### src/rtl/mat_pkg.sv
`default_nettype none
// ----------------------------------------------------------------------------
// mat_pkg : shared matrix cell/frame types for the matrix datapath.  rev 1.0
// ----------------------------------------------------------------------------
package mat_pkg;
  localparam int CELL_W  = 8;
  localparam int N_CELLS = 9;

  typedef logic [CELL_W-1:0] cell_t;
  typedef cell_t mat_t [N_CELLS];

  typedef enum logic [1:0] {
    ST_IDLE  = 2'd0,
    ST_START = 2'd1,
    ST_DATA  = 2'd2,
    ST_STOP  = 2'd3
  } frame_state_t;
endpackage
`default_nettype wire

### src/rtl/uart_tx_core.sv
`default_nettype none
// ----------------------------------------------------------------------------
// uart_tx_core : single-byte 8N1 transmitter with back-to-back chaining.  rev 1.0
// ----------------------------------------------------------------------------
module uart_tx_core #(
  parameter int CLKS_PER_BIT = 1250
) (
  input  logic       i_clk,
  input  logic       i_rst,
  input  logic       i_start,
  input  logic [7:0] i_data,
  output logic       o_tx,
  output logic       o_busy,
  output logic       o_done
);
  import mat_pkg::*;

  localparam int                 c_cnt_w    = $clog2(CLKS_PER_BIT);
  localparam logic [c_cnt_w-1:0] c_cnt_last = c_cnt_w'(CLKS_PER_BIT - 1);
  localparam logic [c_cnt_w-1:0] c_cnt_pre  = c_cnt_w'(CLKS_PER_BIT - 2);

  frame_state_t       r_state;
  logic [c_cnt_w-1:0] r_cnt;
  logic [2:0]         r_bit;
  logic [7:0]         r_shift;
  logic               r_tx;
  logic               r_busy;
  logic               r_done;
  logic               w_bit_end;

  assign w_bit_end = (r_cnt == c_cnt_last);

  // o_done marks the final cycle of the stop bit, so the sequencer can chain
  // the next byte on the same edge without an idle gap.
  always_ff @(posedge i_clk or posedge i_rst) begin
    if (i_rst) begin
      r_state <= ST_IDLE;
      r_cnt   <= '0;
      r_bit   <= '0;
      r_shift <= '0;
      r_tx    <= 1'b1;
      r_busy  <= 1'b0;
      r_done  <= 1'b0;
    end else begin
      r_done <= (r_state == ST_STOP) && (r_cnt == c_cnt_pre);
      case (r_state)
        ST_IDLE: begin
          if (i_start) begin
            r_shift <= i_data;
            r_cnt   <= '0;
            r_tx    <= 1'b0;
            r_busy  <= 1'b1;
            r_state <= ST_START;
          end
        end
        ST_START: begin
          if (w_bit_end) begin
            r_cnt   <= '0;
            r_bit   <= '0;
            r_tx    <= r_shift[0];
            r_state <= ST_DATA;
          end else begin
            r_cnt <= r_cnt + 1'b1;
          end
        end
        ST_DATA: begin
          if (w_bit_end) begin
            r_cnt <= '0;
            if (r_bit == 3'd7) begin
              r_tx    <= 1'b1;
              r_state <= ST_STOP;
            end else begin
              r_bit   <= r_bit + 3'd1;
              r_shift <= {1'b0, r_shift[7:1]};
              r_tx    <= r_shift[1];
            end
          end else begin
            r_cnt <= r_cnt + 1'b1;
          end
        end
        ST_STOP: begin
          if (w_bit_end) begin
            r_cnt <= '0;
            if (i_start) begin
              r_shift <= i_data;
              r_tx    <= 1'b0;
              r_state <= ST_START;
            end else begin
              r_busy  <= 1'b0;
              r_state <= ST_IDLE;
            end
          end else begin
            r_cnt <= r_cnt + 1'b1;
          end
        end
        default: r_state <= ST_IDLE;
      endcase
    end
  end

  assign o_tx   = r_tx;
  assign o_busy = r_busy;
  assign o_done = r_done;
endmodule
`default_nettype wire

### src/rtl/mat_uart_tx.sv
`default_nettype none
// ----------------------------------------------------------------------------
// mat_uart_tx : sends a 3x3 matrix as row-major 8N1 bytes; optional XOR
//               checksum byte with MAT_UART_TX_CHECKSUM_EN.  rev 1.0
// ----------------------------------------------------------------------------
module mat_uart_tx #(
  parameter int CLKS_PER_BIT = 1250,
  parameter int N_CELLS      = 9
) (
  input  logic       i_clk,
  input  logic       i_rst,
  input  logic       i_load,
  input  logic [7:0] i_mat [N_CELLS],
  output logic       o_tx,
  output logic       o_busy,
  output logic       o_done,
  output logic [3:0] o_idx
);
  import mat_pkg::*;

`ifdef MAT_UART_TX_CHECKSUM_EN
  localparam int c_last_idx = N_CELLS;
`else
  localparam int c_last_idx = N_CELLS - 1;
`endif

  cell_t      r_snap [N_CELLS];
  logic       r_busy;
  logic       r_done;
  logic [3:0] r_idx;

  logic       w_accept;
  logic       w_more;
  logic       w_core_start;
  logic       w_core_busy;
  logic       w_core_last;
  logic [3:0] w_next_idx;
  cell_t      w_next_byte;
  cell_t      w_core_data;

  // r_done gates the load so a strobe in the done cycle is not taken.
  assign w_accept     = i_load && !r_busy && !r_done && !w_core_busy;
  assign w_more       = w_core_last && (r_idx != 4'(c_last_idx));
  assign w_next_idx   = r_idx + 4'd1;
  assign w_core_start = w_accept || w_more;
  assign w_core_data  = w_accept ? i_mat[0] : w_next_byte;

`ifdef MAT_UART_TX_CHECKSUM_EN
  cell_t r_csum;
  cell_t w_mat_xor;

  always_comb begin
    w_mat_xor = '0;
    for (int i = 0; i < N_CELLS; i++) begin
      w_mat_xor = w_mat_xor ^ i_mat[i];
    end
  end

  always_ff @(posedge i_clk or posedge i_rst) begin
    if (i_rst) begin
      r_csum <= '0;
    end else if (w_accept) begin
      r_csum <= w_mat_xor;
    end
  end

  assign w_next_byte = ({28'd0, w_next_idx} < N_CELLS) ? r_snap[w_next_idx] : r_csum;
`else
  assign w_next_byte = r_snap[w_next_idx];
`endif

  always_ff @(posedge i_clk or posedge i_rst) begin
    if (i_rst) begin
      for (int i = 0; i < N_CELLS; i++) begin
        r_snap[i] <= '0;
      end
      r_busy <= 1'b0;
      r_done <= 1'b0;
      r_idx  <= '0;
    end else begin
      r_done <= 1'b0;
      if (w_accept) begin
        for (int i = 0; i < N_CELLS; i++) begin
          r_snap[i] <= i_mat[i];
        end
        r_busy <= 1'b1;
        r_idx  <= '0;
      end else if (w_core_last) begin
        if (w_more) begin
          r_idx <= w_next_idx;
        end else begin
          r_idx  <= '0;
          r_busy <= 1'b0;
          r_done <= 1'b1;
        end
      end
    end
  end

  uart_tx_core #(
    .CLKS_PER_BIT(CLKS_PER_BIT)
  ) u_core (
    .i_clk  (i_clk),
    .i_rst  (i_rst),
    .i_start(w_core_start),
    .i_data (w_core_data),
    .o_tx   (o_tx),
    .o_busy (w_core_busy),
    .o_done (w_core_last)
  );

  assign o_busy = r_busy;
  assign o_done = r_done;
  assign o_idx  = r_idx;
endmodule
`default_nettype wire

### config.mk
export PLATFORM = sky130hd
export DESIGN_NAME = mat_uart_tx
export DESIGN_NICKNAME = d
export VERILOG_FILES = /design/src/rtl/mat_pkg.sv /design/src/rtl/uart_tx_core.sv /design/src/rtl/mat_uart_tx.sv
export SDC_FILE = /design/constraint.sdc
export NUM_CORES = 1
export LEC_CHECK = 0
export CORE_ASPECT_RATIO = 1.4
export CORE_UTILIZATION = 50
export DETAILED_ROUTE_END_ITERATION = 16
export MAX_ROUTING_LAYER = met4
export PLACE_DENSITY = 0.75
export REMOVE_ABC_BUFFERS = 1
export SYNTH_ARGS = -nofsm -noshare
export SYNTH_HDL_FRONTEND = slang
export SYNTH_SLANG_ARGS = --single-unit
### constraint.sdc
create_clock -name i_clk -period 4.3 [get_ports i_clk]
set_input_delay 0.43 -clock i_clk [delete_from_list [all_inputs] [get_ports i_clk]]
set_output_delay 0.43 -clock i_clk [all_outputs]
set_load 0.01 [all_outputs]
==> results.json, run 1 <==
{
  "detailroute.via_count": 3867,
  "r2r_end": "u_core.r_shift[2]",
  "max_freq_mhz": 286,
  "global_route.usage.total": 0.230,
  "highest_cell_delay_on_the_worst_timing_path_ps": 1150,
  "holdBufCountCts": 0,
  "core_sq_mm": 0.0104,
  "finalSetupViolCount": 0,
  "yosys_warning_total": 0,
  "cp_max_fo": 32,
  "drive_above_1_share": 0.209,
  "vdd_drop_max_mv": 0.337,
  "dominant_combinational_cell_family_by_area_after_synthesis": "multiplexers",
  "post-layout-total-power_mw": 4.04,
  "instances_no_fill": 679,
  "slew_viol_final": 0,
  "rd_place_congestion": 0.808,
  "antenna_cells": 0,
  "area_contributors_post_synth": "sky130_fd_sc_hd__dfrtp_1 (49%), sky130_fd_sc_hd__mux2_2 (15%), sky130_fd_sc_hd__mux2i_1 (5.2%)",
  "synth_largest_type_area_fraction": 0.487,
  "final-hold-violation-count": 0,
  "synth_simple_gate_area_share": 0.126,
  "synth_largest_area_cell": "sky130_fd_sc_hd__dfrtp_1",
  "top_family_by_delay_on_critical_path": "adder cells",
  "synth_sequential_area_ratio": 0.492,
  "antenna_found_initial": 0,
  "clock_latency_late_sink_ps": 350,
  "numPortBuffers": 81,
  "min_path_type": "primary input to asynchronous set/reset pin",
  "avgRoutedWirePerCell_um": 16.6,
  "detail_route.wirelength_um": 11300,
  "post_cts.repair.setup_buffers": 0,
  "ffs_w_async_s_r_synth": 1.00,
  "fp.dieArea_sq_mm": 0.0111,
  "synth_enable_flop_cells": 0,
  "setup.worst_path.end_class": "flip-flop",
  "power_leakage_nw": 2.70,
  "post_synth_adder_cell_area": 0.0304,
  "worst_pin_slew_ps": 1300,
  "synth_seq_cells": 105,
  "power_density_normalized_to_cell_area_mw_per_mm2": 613,
  "final.setup.tns_ps": 0,
  "startpoint": "o_idx[0]",
  "post_dp_hpwl_um": 8000,
  "critPathCapture": "u_core.r_shift[2]",
  "yosys-top-cells-count": "sky130_fd_sc_hd__dfrtp_1 (104), sky130_fd_sc_hd__mux2_2 (72), sky130_fd_sc_hd__nand3_1 (36), sky130_fd_sc_hd__mux2i_1 (28), sky130_fd_sc_hd__nand2_1 (28)",
  "timing.critical_path.depth": 8,
  "placed_cells": 663,
  "num-fill-cells": 824,
  "via_count_of_the_first_global_routing_pass": 4089,
  "chipHeight_um": 124,
  "netlist-cell-type-count": 53,
  "nets_final": 624,
  "ioPinCount": 82,
  "ctsResizeCount": 0,
  "cap_viol_max_count": 0,
  "cts-buffers-inserted": 9,
  "clkSinkCount": 105,
  "dominantRegCellSynth": "sky130_fd_sc_hd__dfrtp_1",
  "rsz0062_at_grt": "no",
  "grt_max_degree": 65,
  "post-route-drc-count": 0,
  "tritoncts": "done",
  "drt_iter0_drc": 240,
  "ff2ff_path_depth": 8,
  "worst-setup-path-type": "flip-flop to flip-flop",
  "synth_area_per_cell_sq_um": 11.5,
  "worstReg2RegStart": "o_idx[0]",
  "synth_xor_area_frac": 0.00491,
  "area_growth_pct": 23.3,
  "slowest_stage": "sky130_fd_sc_hd__ha_2",
  "critPathBufInv": 2,
  "timing.reg2reg.setup_slack_ps": 800,
  "post_synth_instance_area_sq_mm": 0.00535,
  "status": "completed",
  "crit_path_cell_trace": "buf_4, clkinv_1, ha_2, mux2i_1, nand3_1, and4_1, a221oi_1, o31ai_1",
  "startpoint_type": "flip-flop",
  "relative_slew_slack": 0.126,
  "cts_htree_levels": 3,
  "final.setup_skew_ps": 6.04,
  "grt.overflow.total": 0,
  "period_minus_slack_ps": 3500,
  "synthMostInstantiatedCell": "sky130_fd_sc_hd__dfrtp_1",
  "die_width_um": 89.4,
  "synth_compound_area_frac": 0.104,
  "clock-root-buffer": "sky130_fd_sc_hd__clkbuf_16",
  "wire_length_of_the_first_global_routing_pass_um": 19200,
  "clkTransAtPathRegs_ps": 70,
  "antenna_violating_nets_remaining": 0,
  "cp.required_ps": 4500,
  "viasPerCell": 5.70,
  "period_share": 0.814,
  "post_synth_mux_area_share": 0.212,
  "critical_path_arrival_ps": 3700,
  "dr.pass1.iters": 4,
  "initial_utilization": 0.514,
  "num_rows": 44,
  "cts_max_path_buffers": 2,
  "synth_instances": 463
}
power breakdown:
part           internal [mW]  total [mW]  switching [mW]
clock network          0.471       0.871           0.400
logic                  0.791        1.47           0.676
registers               1.42        1.70           0.282
total                   2.68        4.04            1.36
worst min-delay path by stage:
| stage | to | slack [ps] | cells after the start |
|---|---|---|---|
| finish | u_core.r_cnt[3] | 440 | 2 |
| global route | u_core.o_tx | 490 | 2 |
| CTS | o_idx[3] | 450 | 2 |
| detailed placement | u_core.o_tx | 450 | 2 |
| global placement | u_core.o_tx | 440 | 2 |
| floorplan | u_core.r_cnt[10] | 440 | 1 |
metal layers:
| layer | global-route usage | wire length (um) | up-vias |
|---|---|---|---|
| li1 | - | - | 1834 |
| met1 | 0.276 | 4580 | 1943 |
| met2 | 0.384 | 6160 | 77 |
| met3 | 0.0398 | 319 | 13 |
| met4 | 0.0803 | 231 | 0 |
| met5 | - | 0 | - |
per-stage QoR:
stage | util | hold slack [ps] | setup WS [ps] | cell area, sq um
after CTS | 0.633 | 453 | 805 | 6590
after floorplan | - | 442 | -2800 | 5230
after global placement | 0.603 | 444 | 973 | 6270
final | 0.633 | 440 | 802 | 6590
after detailed placement | 0.603 | 449 | 844 | 6270
after global routing | 0.633 | 488 | 497 | 6590
area by class of cell:
| type | count | area [sq um] | share of cell area |
|---|---|---|---|
| sequential | 105 | 2630 | 0.399 |
| multi-input combinational | 322 | 2570 | 0.390 |
| timing repair buffer | 88 | 863 | 0.131 |
| clock buffer | 9 | 225 | 0.0342 |
| tap | 138 | 173 | 0.0262 |
| clock inverter | 7 | 90.1 | 0.0137 |
| inverter | 10 | 40.0 | 0.00608 |
layout by cell type, fill, tap and decap left out, types with 7 or more instances in the layout:
cell type	n
sky130_fd_sc_hd__nor2_1	19
sky130_fd_sc_hd__dfrtp_1	104
sky130_fd_sc_hd__and4_1	8
sky130_fd_sc_hd__ha_1	12
sky130_fd_sc_hd__nor2b_1	9
sky130_fd_sc_hd__inv_1	8
sky130_fd_sc_hd__o21ai_1	8
sky130_fd_sc_hd__clkdlybuf4s50_1	81
sky130_fd_sc_hd__clkbuf_16	9
sky130_fd_sc_hd__a21o_1	9
sky130_fd_sc_hd__mux2_2	72
sky130_fd_sc_hd__nand3_1	36
sky130_fd_sc_hd__o21ai_0	19
sky130_fd_sc_hd__buf_4	7
sky130_fd_sc_hd__mux2i_1	28
sky130_fd_sc_hd__a21oi_1	7
sky130_fd_sc_hd__o31ai_1	9
sky130_fd_sc_hd__nand2_1	28
sky130_fd_sc_hd__a221oi_1	7
cell families (layout without fill, tap and decap cells):
logic type	count (synthesis)	count (layout)
adders and majority gates	13	13
DFF	105	105
buffers and inverters	36	114
muxes	102	102
AOI/OAI and AO/OA	78	78
xor gates and xnor gates	3	3
and+or+nand+nor	126	126
sequential cells by signal (all words and copies together), names as in the netlist:
signal / cells
o_busy: 1
u_core.o_busy: 1
u_core.o_tx: 1
u_core.o_done: 1
u_core.r_shift: 8
o_idx: 4
u_core.r_cnt: 11
o_done: 1
u_core.r_bit: 3
u_core.r_state: 2
r_snap: 72
Power figures use the tool's default switching activity.
==> inputs of run 2 (changes only) <==
clock period = 3.4 ns   (was 4.3 ns; I/O delays follow)
==> run 2 against run 1 <==
Compared with the run above: final cell count up 0.44%; utilization is 0.61 points higher; clock power grew 24%; via count fell by 0.41%; critical path depth down 2; sequential power is 25% higher; die area stayed put; non-clock buffer count is 3 higher; combinational power is 29% higher; register-to-register slack lost 20 ps; wire length increased by 0.19%; largest cell class unchanged; largest power group unchanged.
==> results.json, run 2 (synthesis results as in run 1) <==
{
  "status": "completed",
  "clkTransAtPathRegs_ps": 70,
  "detail_route.wirelength_um": 11300,
  "vdd_drop_max_mv": 0.400,
  "min_path_type": "primary input to asynchronous set/reset pin",
  "top_regs": "r_snap (72), u_core.r_cnt (11), u_core.r_shift (8)",
  "viasPerCell": 5.65,
  "cp.required_ps": 3640,
  "power_leakage_nw": 2.72,
  "critical_path_arrival_ps": 2860,
  "critPathBufInv": 1,
  "startpoint_type": "flip-flop",
  "drive_above_1_share": 0.215,
  "globalRouteMet3Util": 0.0318,
  "finalSetupViolCount": 0,
  "clock_latency_late_sink_ps": 340,
  "grt.overflow.total": 0,
  "rd_place_congestion": 0.823,
  "top_family_by_delay_on_critical_path": "simple AND/OR/NAND/NOR gates",
  "ctsResizeCount": 0,
  "slowest_stage": "sky130_fd_sc_hd__ha_1",
  "via_count_of_the_first_global_routing_pass": 3925,
  "antenna_found_initial": 0,
  "fp.dieArea_sq_mm": 0.0111,
  "avgRoutedWirePerCell_um": 16.6,
  "drt_iter0_drc": 256,
  "area_growth_pct": 24.5,
  "core_sq_mm": 0.0104,
  "grt_max_degree": 71,
  "grt_use_met2": 0.382,
  "antenna_cells": 0,
  "crit_path_cell_trace": "inv_1, ha_1, or3b_2, nor4_1, a31oi_2, o31ai_1",
  "worst-setup-path-type": "flip-flop to flip-flop",
  "globalRouteMet1Util": 0.286,
  "grt_most_used_layer": "met2",
  "cp_max_fo": 24,
  "cap_viol_max_count": 0,
  "post-route-drc-count": 0,
  "detailroute.via_count": 3851,
  "finalHoldWorstSlack_ps": 418,
  "post_dp_hpwl_um": 7670,
  "rsz0062_at_grt": "no",
  "largest_register": "r_snap",
  "final-hold-violation-count": 0,
  "tritoncts": "done",
  "nets_final": 627,
  "cts_htree_levels": 3,
  "chipHeight_um": 124,
  "num_rows": 44,
  "final.setup_skew_ps": 7.80,
  "initial_utilization": 0.514,
  "worstReg2RegStart": "u_core.r_state[0]",
  "worst_pin_slew_ps": 848,
  "slew_viol_final": 0,
  "ioPinCount": 82,
  "period_share": 0.770,
  "clock-root-buffer": "sky130_fd_sc_hd__clkbuf_16",
  "cts_max_path_buffers": 2,
  "layout.cells.most_common_list": "sky130_fd_sc_hd__dfrtp_1 (104), sky130_fd_sc_hd__clkdlybuf4s50_1 (81), sky130_fd_sc_hd__mux2_2 (72)",
  "relative_slew_slack": 0.433,
  "dr.pass1.iters": 4,
  "power_density_normalized_to_cell_area_mw_per_mm2": 766,
  "leading_cell_type_in_the_layout_fill_and_taps_excluded": "sky130_fd_sc_hd__dfrtp_1",
  "holdBufCountCts": 0,
  "max_reg_flops": 72,
  "post-layout-total-power_mw": 5.10,
  "antenna_violating_nets_remaining": 0,
  "cts-buffers-inserted": 9,
  "highest_cell_delay_on_the_worst_timing_path_ps": 660,
  "numPortBuffers": 81,
  "max_freq_mhz": 382,
  "setup.worst_path.end_class": "flip-flop",
  "period_minus_slack_ps": 2620,
  "startpoint": "u_core.r_state[0]",
  "die_width_um": 89.4,
  "clkSinkCount": 105,
  "post_cts.repair.setup_buffers": 0,
  "wire_length_of_the_first_global_routing_pass_um": 19000,
  "global_route.usage.total": 0.227
}
[run 2: layout make-up]
type | count | area [sq um]
sequential | 105 | 2630
timing repair buffer | 91 | 923
multi-input combinational | 322 | 2570
fill | 813 | 3750
clock buffer | 10 | 239
clock inverter | 6 | 75.1
inverter | 10 | 40.0
tap | 138 | 173
[run 2: worst paths after layout]
kind	cells past startpoint	slack, ps	endpoint
setup / recovery	6	780	u_core.r_shift[4]
hold / removal	2	420	u_core.o_busy
setup reg to reg	6	780	u_core.r_shift[4]
hold reg to reg	2	470	u_core.o_tx
max in group asynchronous	3	2240	u_core.o_tx
min in group i_clk	2	470	u_core.o_tx
[run 2: layer usage]
metal  share of wire  up-vias
met4           0.012        0
met2            0.54       71
met5               0        -
met1            0.43     1931
met3           0.025       11
li1                -     1838
[run 2: through the flow]
step / area, sq um / util / worst slack [ps] / instances / TNS, ps
floorplan: 5230 / - / -3700 / 437 / -270730
global placement: 6340 / 0.609 / 896 / 666 / 0
detailed placement: 6340 / 0.609 / 775 / 666 / 0
CTS: 6650 / 0.639 / 779 / 682 / 0
global route: 6650 / 0.639 / 494 / 682 / 0
finish: 6650 / 0.639 / 781 / 682 / 0
[run 2: worst register-to-register path: stages, from the launching register on]
cell	delay, ps
sky130_fd_sc_hd__dfrtp_1	440
sky130_fd_sc_hd__inv_1	150
sky130_fd_sc_hd__ha_1	660
sky130_fd_sc_hd__or3b_2	510
sky130_fd_sc_hd__nor4_1	230
sky130_fd_sc_hd__a31oi_2	200
sky130_fd_sc_hd__o31ai_1	340
[run 2: where the power goes]
| group | switching, mW | internal (mW) |
|---|---|---|
| registers | 0.338 | 1.79 |
| clock network | 0.481 | 0.602 |
| logic | 0.867 | 1.02 |
==> inputs of run 3 (changes only) <==
clock period = 2.58 ns   (was 3.4 ns; I/O delays follow)
==> run 3 against run 2 <==
Compared with the run above: clock power increased by 38%; hold slack got worse by 140 ps; clock skew about the same; sequential power increased by 33%; wire length increased by 0.80%; final area increased by 0.92%; critical path depth unchanged; final cell count increased by 1.0%; utilization increased by 0.59 points; die area unchanged; critical path type unchanged; largest power group unchanged.
==> results.json, run 3 (synthesis results as in run 1) <==
{
  "instances_no_fill": 689,
  "post_cts.repair.setup_buffers": 0,
  "worst_pin_slew_ps": 736,
  "clock-root-buffer": "sky130_fd_sc_hd__clkbuf_16",
  "fraction_of_the_core_area_covered_by_cells_at_the_end_of_the_flow": 0.645,
  "cts-buffers-inserted": 9,
  "grt.overflow.total": 0,
  "worst-setup-path-type": "flip-flop to flip-flop",
  "cell_internal_pwr_mw": 4.61,
  "cp_max_fo": 15,
  "final.setup_skew_ps": 7.68,
  "max_reg_flops": 72,
  "dr.pass1.iters": 4,
  "final-hold-violation-count": 0,
  "cap_viol_max_count": 0,
  "grt_max_degree": 59,
  "power_density_normalized_to_cell_area_mw_per_mm2": 1020,
  "period_minus_slack_ps": 2290,
  "antenna_violating_nets_remaining": 0,
  "viasPerCell": 5.64,
  "nets_final": 634,
  "relative_slew_slack": 0.508,
  "leading_cell_type_in_the_layout_fill_and_taps_excluded": "sky130_fd_sc_hd__dfrtp_1",
  "drive_above_1_share": 0.221,
  "finalSetupViolCount": 0,
  "clkSinkCount": 105,
  "num_rows": 44,
  "antenna_found_initial": 0,
  "clock_latency_late_sink_ps": 340,
  "drt_iter0_drc": 214,
  "detail_route.wirelength_um": 11400,
  "global_route.usage.total": 0.228,
  "avgRoutedWirePerCell_um": 16.6,
  "largest_register": "r_snap",
  "placedInstanceArea_sq_mm": 0.00639,
  "area_growth_pct": 25.6,
  "switching_share": 0.325,
  "num-fill-cells": 809,
  "via_count_of_the_first_global_routing_pass": 3972,
  "rd_place_congestion": 0.822,
  "status": "completed",
  "slew_viol_final": 0,
  "startpoint_type": "flip-flop",
  "register_share_of_total_power": 0.414,
  "chipHeight_um": 124,
  "core_sq_mm": 0.0104,
  "cts_htree_levels": 3,
  "power_leakage_nw": 2.77,
  "detailroute.via_count": 3886,
  "holdBufCountCts": 0,
  "antenna_cells": 0,
  "max_freq_mhz": 437,
  "initial_utilization": 0.514,
  "setup.worst_path.end_class": "flip-flop",
  "final.setup.tns_ps": 0,
  "ioPinCount": 82,
  "critical_path_arrival_ps": 2530,
  "cp.required_ps": 2820,
  "period_share": 0.887,
  "tritoncts": "done",
  "postLayoutCellArea_sq_mm": 0.00672,
  "rsz0062_at_grt": "no",
  "share_comb_of_total_power": 0.367,
  "die_width_um": 89.4,
  "fp.dieArea_sq_mm": 0.0111,
  "layout.cells.most_common_list": "sky130_fd_sc_hd__dfrtp_1 (104), sky130_fd_sc_hd__clkdlybuf4s50_1 (81), sky130_fd_sc_hd__mux2_2 (72)",
  "clock_power_share": 0.218,
  "post-route-drc-count": 0,
  "top_regs": "r_snap (72), u_core.r_cnt (11), u_core.r_shift (8)",
  "post_dp_hpwl_um": 8260,
  "min_path_type": "primary input to asynchronous set/reset pin",
  "clkTransAtPathRegs_ps": 70,
  "numPortBuffers": 81,
  "cts_max_path_buffers": 2,
  "wire_length_of_the_first_global_routing_pass_um": 19000,
  "placed_cells": 673,
  "vdd_drop_max_mv": 0.398,
  "post-layout-total-power_mw": 6.83,
  "total_switching_power_mw": 2.22,
  "ctsResizeCount": 0
}
## run 3: cell types whose count changed in the layout (fill, tap and decap cells not counted), sizes merged
| cell | delta |
|---|---|
| bufinv | +1 |
| buf | +7 |
| clkinvlp | -2 |
| clkbuf | +1 |
## run 3: layout make-up
cell class              count  area [sq um]  area share
flip-flops and latches    105          2630       0.391
inverters                  10          40.0     0.00596
repair buffers             98           976       0.145
well taps                 138           173      0.0257
multi-input cells         322          2570       0.383
clock inverters             5          85.1      0.0127
clock buffers              11           243      0.0361
## run 3: power by group through the flow
stage / Sequential (mW) / Clock (mW) / Combinational (mW)
after global routing: 2.93 / 1.58 / 2.78
after global placement: 2.82 / 0 / 2.41
final: 2.83 / 1.49 / 2.51
after detailed placement: 2.86 / 0 / 2.53
after CTS: 2.83 / 1.52 / 2.54
after floorplan: 2.71 / 0 / 1.90
## run 3: metal layers
layer	routed length [um]	GRT usage	vias to the layer above
li1	-	-	1855
met1	4800	0.278	1948
met2	6180	0.385	69
met3	254	0.0358	14
met4	176	0.0682	0
met5	0	-	-
## run 3: through the flow
step / setup slack [ps] / hold slack (ps)
after global routing: 90.3 / 335
after floorplan: -4520 / 410
after CTS: 263 / 300
after global placement: 362 / 452
final: 291 / 280
after detailed placement: 256 / 465
## run 3: path summary, 6_finish.rpt
| check | startpoint | endpoint | slack [ps] | depth (start not counted) |
|---|---|---|---|---|
| worst min register to register | u_core.o_tx | u_core.o_tx | 470 | 2 |
| worst min-delay path | i_rst | u_core.o_done | 280 | 2 |
| max in group asynchronous | i_rst | r_snap[67] | 1700 | 3 |
| worst max-delay path | u_core.r_bit[0] | u_core.r_shift[4] | 290 | 6 |
| min in group i_clk | u_core.o_tx | u_core.o_tx | 470 | 2 |
| worst max register to register | u_core.r_bit[0] | u_core.r_shift[4] | 290 | 6 |
## run 3: critical path: stages (launching register included)
cell                      delay, ps
sky130_fd_sc_hd__dfrtp_1        420
sky130_fd_sc_hd__ha_1           230
sky130_fd_sc_hd__ha_1           270
sky130_fd_sc_hd__or3b_2         490
sky130_fd_sc_hd__nor4_1         240
sky130_fd_sc_hd__a31oi_2        210
sky130_fd_sc_hd__o31ai_1        330
